==> src/rtl/tracking_accum_pkg.sv <==
// rtl/tracking_accum_pkg.sv - shared types, record packing and saturation limits for the tracking accumulator
package tracking_accum_pkg;

    typedef enum logic {
        ST_INIT = 1'b0,
        ST_RUN  = 1'b1
    } state_e;

    // Helpers work at a fixed maximum width; callers cast down to their own ACC_WIDTH.
    localparam int MAX_ACC_WIDTH = 32;

    typedef logic [MAX_ACC_WIDTH-1:0]   acc_max_t;
    typedef logic [2*MAX_ACC_WIDTH-1:0] rec_max_t;

    // Most positive w-bit two's complement value, as a bit pattern.
    function automatic acc_max_t sat_hi(input int w);
        return (acc_max_t'(1) << (w - 1)) - acc_max_t'(1);
    endfunction

    // Most negative w-bit two's complement value, as a bit pattern.
    function automatic acc_max_t sat_lo(input int w);
        return acc_max_t'(1) << (w - 1);
    endfunction

    function automatic rec_max_t rec_mask(input int w);
        return (rec_max_t'(1) << w) - rec_max_t'(1);
    endfunction

    // Record layout is {i_acc, q_acc}, each w bits wide.
    function automatic rec_max_t rec_pack(input acc_max_t i_acc, input acc_max_t q_acc, input int w);
        return ((rec_max_t'(i_acc) & rec_mask(w)) << w) | (rec_max_t'(q_acc) & rec_mask(w));
    endfunction

    function automatic acc_max_t rec_unpack_i(input rec_max_t r, input int w);
        return acc_max_t'((r >> w) & rec_mask(w));
    endfunction

    function automatic acc_max_t rec_unpack_q(input rec_max_t r, input int w);
        return acc_max_t'(r & rec_mask(w));
    endfunction

endpackage

==> src/rtl/tracking_accum_sat_add.sv <==
// rtl/tracking_accum_sat_add.sv - signed accumulator plus sample adder with clamping
module sat_add
    import tracking_accum_pkg::*;
#(
    parameter int ACC_WIDTH = 20,
    parameter int IN_WIDTH  = 8
) (
    input  logic signed [ACC_WIDTH-1:0] acc_i,
    input  logic signed [IN_WIDTH-1:0]  x_i,
    output logic signed [ACC_WIDTH-1:0] sum_o
);

    typedef logic signed [ACC_WIDTH-1:0] acc_t;

    localparam acc_t SAT_HI = acc_t'(sat_hi(ACC_WIDTH));
    localparam acc_t SAT_LO = acc_t'(sat_lo(ACC_WIDTH));

    logic signed [ACC_WIDTH:0] full;

    // One guard bit: overflow shows up as the top two bits disagreeing.
    always_comb begin
        full = (ACC_WIDTH + 1)'(acc_i) + (ACC_WIDTH + 1)'(x_i);
        if (full[ACC_WIDTH] != full[ACC_WIDTH-1]) begin
            sum_o = full[ACC_WIDTH] ? SAT_LO : SAT_HI;
        end else begin
            sum_o = full[ACC_WIDTH-1:0];
        end
    end

endmodule

==> src/rtl/tracking_accum_rmw.sv <==
// rtl/tracking_accum_rmw.sv - per-channel I/Q accumulator with pipelined RAM read-modify-write
module tracking_accum_rmw
    import tracking_accum_pkg::*;
#(
    parameter int DEPTH      = 16,
    parameter int ADDR_WIDTH = 4,
    parameter int IN_WIDTH   = 8,
    parameter int ACC_WIDTH  = 20
) (
    input  logic                          clock,
    input  logic                          reset,
    input  logic                          req_valid,
    input  logic [ADDR_WIDTH-1:0]         req_ch,
    input  logic signed [IN_WIDTH-1:0]    req_i,
    input  logic signed [IN_WIDTH-1:0]    req_q,
    input  logic                          req_dump,
    output logic                          busy,
    output logic [ADDR_WIDTH-1:0]         address_a,
    input  logic [2*ACC_WIDTH-1:0]        q_a,
    output logic [ADDR_WIDTH-1:0]         address_b,
    output logic [2*ACC_WIDTH-1:0]        data_b,
    output logic                          wren_b,
    output logic                          dump_valid,
    output logic [ADDR_WIDTH-1:0]         dump_ch,
    output logic signed [ACC_WIDTH-1:0]   dump_i,
    output logic signed [ACC_WIDTH-1:0]   dump_q
);

    typedef logic signed [ACC_WIDTH-1:0] acc_t;
    typedef logic [2*ACC_WIDTH-1:0]      rec_t;

    localparam logic [ADDR_WIDTH-1:0] LAST_ADDR = ADDR_WIDTH'(DEPTH - 1);

    state_e                  state_q, state_d;
    logic [ADDR_WIDTH-1:0]   init_addr_q, init_addr_d;

    logic                    s1_v_q, s1_dump_q, s2_v_q, s2_dump_q;
    logic [ADDR_WIDTH-1:0]   s1_ch_q, s2_ch_q;
    logic signed [IN_WIDTH-1:0] s1_i_q, s1_qs_q, s2_i_q, s2_qs_q;

    logic                    w_v_q, w_dump_q;
    acc_t                    w_i_q, w_qs_q;
    logic                    wd_v_q;
    logic [ADDR_WIDTH-1:0]   wd_ch_q;
    rec_t                    wd_data_q;

    logic                    wren_b_q, dump_valid_q;
    logic [ADDR_WIDTH-1:0]   address_b_q, dump_ch_q;
    rec_t                    data_b_q;
    acc_t                    dump_i_q, dump_qs_q;

    acc_t                    old_i, old_q, new_i, new_q;
    rec_t                    new_rec;
    logic                    accept;

    assign busy       = (state_q == ST_INIT);
    assign address_a  = req_ch;
    assign accept     = req_valid && !busy;
    assign address_b  = address_b_q;
    assign data_b     = data_b_q;
    assign wren_b     = wren_b_q;
    assign dump_valid = dump_valid_q;
    assign dump_ch    = dump_ch_q;
    assign dump_i     = dump_i_q;
    assign dump_q     = dump_qs_q;

    // FSM state and init sweep counter
    always_ff @(posedge clock or posedge reset) begin
        if (reset) begin
            state_q     <= ST_INIT;
            init_addr_q <= '0;
        end else begin
            state_q     <= state_d;
            init_addr_q <= init_addr_d;
        end
    end

    // Sweep every channel to zero once, then run
    always_comb begin
        state_d     = state_q;
        init_addr_d = init_addr_q;
        if (state_q == ST_INIT) begin
            init_addr_d = init_addr_q + 1'b1;
            if (init_addr_q == LAST_ADDR) begin
                state_d     = ST_RUN;
                init_addr_d = '0;
            end
        end
    end

    // S0 -> S1 -> S2 request pipeline while the RAM read is in flight
    always_ff @(posedge clock or posedge reset) begin
        if (reset) begin
            s1_v_q    <= 1'b0;
            s1_dump_q <= 1'b0;
            s1_ch_q   <= '0;
            s1_i_q    <= '0;
            s1_qs_q   <= '0;
            s2_v_q    <= 1'b0;
            s2_dump_q <= 1'b0;
            s2_ch_q   <= '0;
            s2_i_q    <= '0;
            s2_qs_q   <= '0;
        end else begin
            s1_v_q    <= accept;
            s1_dump_q <= req_dump;
            s1_ch_q   <= req_ch;
            s1_i_q    <= req_i;
            s1_qs_q   <= req_q;
            s2_v_q    <= s1_v_q;
            s2_dump_q <= s1_dump_q;
            s2_ch_q   <= s1_ch_q;
            s2_i_q    <= s1_i_q;
            s2_qs_q   <= s1_qs_q;
        end
    end

    // Old record: the two most recent writes may not be visible in q_a yet, newest wins
    always_comb begin
        old_i = acc_t'(rec_unpack_i(rec_max_t'(q_a), ACC_WIDTH));
        old_q = acc_t'(rec_unpack_q(rec_max_t'(q_a), ACC_WIDTH));
        if (w_v_q && address_b_q == s2_ch_q) begin
            old_i = w_dump_q ? '0 : w_i_q;
            old_q = w_dump_q ? '0 : w_qs_q;
        end else if (wd_v_q && wd_ch_q == s2_ch_q) begin
            old_i = acc_t'(rec_unpack_i(rec_max_t'(wd_data_q), ACC_WIDTH));
            old_q = acc_t'(rec_unpack_q(rec_max_t'(wd_data_q), ACC_WIDTH));
        end
    end

    sat_add #(.ACC_WIDTH(ACC_WIDTH), .IN_WIDTH(IN_WIDTH)) u_add_i (
        .acc_i (old_i),
        .x_i   (s2_i_q),
        .sum_o (new_i)
    );

    sat_add #(.ACC_WIDTH(ACC_WIDTH), .IN_WIDTH(IN_WIDTH)) u_add_q (
        .acc_i (old_q),
        .x_i   (s2_qs_q),
        .sum_o (new_q)
    );

    assign new_rec = rec_t'(rec_pack(acc_max_t'(new_i), acc_max_t'(new_q), ACC_WIDTH));

    // W stage: RAM write port, dump strobe, and the forwarding history
    always_ff @(posedge clock or posedge reset) begin
        if (reset) begin
            wren_b_q     <= 1'b0;
            address_b_q  <= '0;
            data_b_q     <= '0;
            w_v_q        <= 1'b0;
            w_dump_q     <= 1'b0;
            w_i_q        <= '0;
            w_qs_q       <= '0;
            wd_v_q       <= 1'b0;
            wd_ch_q      <= '0;
            wd_data_q    <= '0;
            dump_valid_q <= 1'b0;
            dump_ch_q    <= '0;
            dump_i_q     <= '0;
            dump_qs_q    <= '0;
        end else begin
            if (state_q == ST_INIT) begin
                wren_b_q    <= 1'b1;
                address_b_q <= init_addr_q;
                data_b_q    <= '0;
            end else begin
                wren_b_q    <= s2_v_q;
                address_b_q <= s2_ch_q;
                data_b_q    <= s2_dump_q ? '0 : new_rec;
            end
            w_v_q        <= s2_v_q && !busy;
            w_dump_q     <= s2_dump_q;
            w_i_q        <= new_i;
            w_qs_q       <= new_q;
            wd_v_q       <= wren_b_q;
            wd_ch_q      <= address_b_q;
            wd_data_q    <= data_b_q;
            dump_valid_q <= s2_v_q && s2_dump_q && !busy;
            if (s2_v_q && s2_dump_q && !busy) begin
                dump_ch_q <= s2_ch_q;
                dump_i_q  <= new_i;
                dump_qs_q <= new_q;
            end
        end
    end

endmodule

==> config.mk <==
export PLATFORM = sky130hd
export DESIGN_NAME = tracking_accum_rmw
export DESIGN_NICKNAME = d
export VERILOG_FILES = /design/src/rtl/tracking_accum_pkg.sv /design/src/rtl/tracking_accum_sat_add.sv /design/src/rtl/tracking_accum_rmw.sv
export SDC_FILE = /design/constraint.sdc
export NUM_CORES = 1
export LEC_CHECK = 0
export ABC_AREA = 0
export CAP_MARGIN = 10
export CORE_MARGIN = 2
export CORE_UTILIZATION = 49
export CTS_CLUSTER_SIZE = 16
export DETAILED_ROUTE_END_ITERATION = 10
export PLACE_DENSITY = 0.77
export SYNTH_ARGS = -nofsm -noshare
export SYNTH_HDL_FRONTEND = slang
export SYNTH_SLANG_ARGS = --single-unit
export TNS_END_PERCENT = 5
==> constraint.sdc <==
create_clock -name clock -period 7.79 [get_ports clock]
set_clock_uncertainty 0.2 [all_clocks]
set_input_delay 1.9475 -clock clock [delete_from_list [all_inputs] [get_ports clock]]
set_output_delay 1.9475 -clock clock [all_outputs]
set_load 0.005 [all_outputs]
==> results by group <==
Run status
  – Status: finished, final reports clean

Flow run
  – Max-cap check violation count: 0

Floorplanning
  – Die area: 21900 µm²
  – Area of the core: 20300 µm²
  – Initial Util: 50.1%
  – Die height: ~150 µm
  – Chip Width: 148 µm
  – Row count: between 50 and 60
  – Top Ports: 159

Finish
  – Final instance area: ~13000 µm²
  – Nets@finish: ~1200
  – Area grow syn2layout: 25.5%
  – Layout cells sized above 1: approximately 6.4%
  – Antenna Cells: 0

Timing
  – Fmax: 165 MHz
  – Fin. max-slew vios: 0
  – Min Clock Period, post-route: between 6 and 7 ns
  – Slew HR: about a third
  – Fin. Hold Viols: 0
  – Actual slew at the worst max-slew pin: 0.989 ns
  – RSZ-0062 raised after global routing: no
  – Final setup viols: 0
  – Tcrit/Tclk final: 77.7%
  – Setup TNS: 0 ns

Min path
  – Worst hold stages: 0
  – Hold crit path type: flip-flop to flip-flop

Worst setup path
  – Worst Path Required: roughly 8.0 ns
  – Reg2Reg Depth: 15
  – Worst setup EP type: flip-flop
  – Setup crit start kind: flip-flop
  – Arrival time of the worst setup path: 6.30 ns
  – Max FO, Critical Path: 32
  – Crit Path Class: flip-flop to flip-flop

Detailed routing
  – Antenna-violating nets left: 0
  – Via density: between 5 and 6
  – Detailed Route Iter0 Violations: 485
  – DR vias: about 7300
  – Drt wl/cell: roughly 18 µm
  – Drt pass-1 iters: 5
  – Total routed wirelength: 24400 µm
  – DRC viols: 0

Synthesis
  – Mean post-synth cell area: about 11 µm²
  – YS warnings: 0
  – Syn Inst Count: 916
  – Number of flops mapped to enable cells by yosys: 0
  – Post-synth cell types: 64
  – Async SR Flop Fraction: between 90% and 100%
  – Yosys reg bits: about 230
  – Top_reg_cell synth: dfrtp_1
  – Mapped cell area: 10200 µm²
  – Sequential area share after synthesis: between 50 and 60%
  – Syn nets: approximately 1000

Clock network
  – Setup repair bufs after CTS: 0
  – Resize count post-CTS: 0
  – Num CTS Buffers: 24
  – Clock Latency Late Sink: between 0.5 and 0.6 ns
  – Clk sinks: between 200 and 250
  – H-tree Lvls: 1
  – Clock tree buffer depth: 3
  – CTS tree: yes
  – Reg clk slew, reported paths: 0.06 ns
  – # hold bufs at CTS: 0
  – CTS root buf: clkbuf_16

Placed design
  – RD Place Congestion: a little under 0.9
  – IO buf count: roughly 160
  – HPWL Detailed: 16500 µm
  – Dpl cell area: 12000 µm²

Power
  – Pleak: approximately 6 nW
  – Worst VDD drop: roughly 160 µV
  – Power Dens Cells: about 280 nW/µm²

Global routing
  – Global-route wire length before repair: slightly below 40000 µm
  – Total gr overflow: 0
  – Number of global-route vias before repair: 7399
  – Overall Global Routing Usage: between 20% and 30%
  – Initial antenna violation count: 0
  – Pin count of the biggest net entering global routing: 167
==> layout make-up <==
class | count | area, µm²
fill | 1619 | 7530
sequential | 226 | 5660
multi-input combinational | 598 | 4150
timing repair buffer | 166 | 1660
clock buffer | 32 | 691
tap | 270 | 338
inverter | 45 | 173
clock inverter | 10 | 92.6
==> cell usage after synthesis (all sizes together), types with 16 or more instances <==
cell type | count | share of area, %
dfrtp | 226 | 56
ha | 43 | 5.3
xor2 | 16 | 1.5
xnor2 | 21 | 1.9
maj3 | 19 | 1.9
mux2i | 43 | 4.2
nand3b | 40 | 3.0
nand2 | 60 | 2.2
o21ai | 112 | 5.5
nor2 | 55 | 2.1
buf | 16 | 0.85
a22o | 19 | 1.6
inv | 45 | 1.7
a21oi | 50 | 2.5
clkbuf | 31 | 1.1
==> flip-flops by register name, indices dropped and copies added, names as in the netlist, 4 cells and up <==
signal	count
data_b	40
wd_data_q	40
dump_i	20
dump_q	20
w_i_q	20
w_qs_q	20
s1_i_q	8
s1_qs_q	8
s2_i_q	8
s2_qs_q	8
address_b	4
dump_ch	4
init_addr_q	4
s1_ch_q	4
s2_ch_q	4
wd_ch_q	4
==> where the power goes <==
part | switching [mW] | internal, mW
Combinational | 0.469 | 0.467
Clock | 0.453 | 0.655
Sequential | 0.119 | 1.43
==> layout by cell type, fill, tap and decap left out, types with 3 or more instances in the layout <==
cell             netlist  routed
dfrtp_1              226     226
clkdlybuf4s50_1        0     158
o21ai_0              101     101
nand2_1               60      58
nor2_1                54      54
a21oi_1               48      48
mux2i_1               43      43
ha_1                  43      43
inv_1                 43      42
nand3b_1              40      40
clkbuf_16              0      24
xnor2_1               20      20
a22o_1                19      19
maj3_1                19      19
xor2_1                15      15
a21o_1                13      13
o21ai_1               11      11
nand3_1               11      11
nand2b_1              11      11
and2_1                 9       9
mux2_2                 6       6
nor3_1                 6       6
nor2b_1                6       6
clkbuf_8               0       6
clkinv_2               0       6
buf_4                  4       6
o21a_1                 5       5
o21bai_1               5       5
o31ai_1                4       4
a211oi_1               4       4
or3_1                  3       3
==> through the flow <==
step | util [%] | hold slack [ns] | power (mW) | std cells | setup WS (ns)
CTS | 62.8 | 0.148 | 3.62 | 1346 | 1.68
global placement | 58.9 | 0.132 | 2.48 | 1304 | 1.51
global route | 62.9 | 0.152 | 3.79 | 1347 | 1.27
finish | 62.9 | 0.147 | 3.60 | 1347 | 1.73
detailed placement | 58.9 | 0.135 | 2.50 | 1304 | 1.40
floorplan | - | 0.131 | 2.05 | 916 | 2.69
==> final timing paths <==
kind	slack, ns	startpoint	end
setup / recovery	1.73	s2_ch_q[1]	dump_i[13]
hold / removal	0.15	s1_dump_q	s2_dump_q
setup reg to reg	1.73	s2_ch_q[1]	dump_i[13]
max in group asynchronous	4.31	reset	dump_q[13]
min in group asynchronous	1.72	reset	w_qs_q[1]
hold reg to reg	0.15	s1_dump_q	s2_dump_q
==> per-layer routing <==
layer | GRT usage, % | up-vias | part of all wire [%]
met1 | 30.5 | 3587 | 43
met3 | 3.44 | 40 | 4.9
met2 | 38.2 | 200 | 50
met4 | 5.62 | 0 | 2.1
li1 | - | 3499 | -
met5 | 0 | - | 0
==> worst max-delay path, cell delays in order (launching register included) <==
cell and delay (ns):
dfrtp_1 0.39, inv_1 0.10, a222oi_1 0.43, nand2_2 0.63, buf_4 0.48, mux2i_1 0.18
o21ai_0 0.12, ha_1 0.43, nand3_1 0.10, o211ai_1 0.45, a211oi_1 0.25, o21ai_1 0.37
o21a_1 0.48, inv_2 0.35, a21oi_2 0.74, a22o_1 0.24
==> cell families after synthesis <==
family | count (synthesis) | synth area share [%]
compound gates | 235 | 14.1
flops | 226 | 55.6
simple gates | 213 | 10.8
buf+inv | 92 | 3.65
fa+ha+maj | 64 | 7.55
mux | 49 | 4.90
xor+xnor | 37 | 3.33
(Power assumes the default switching activity.)
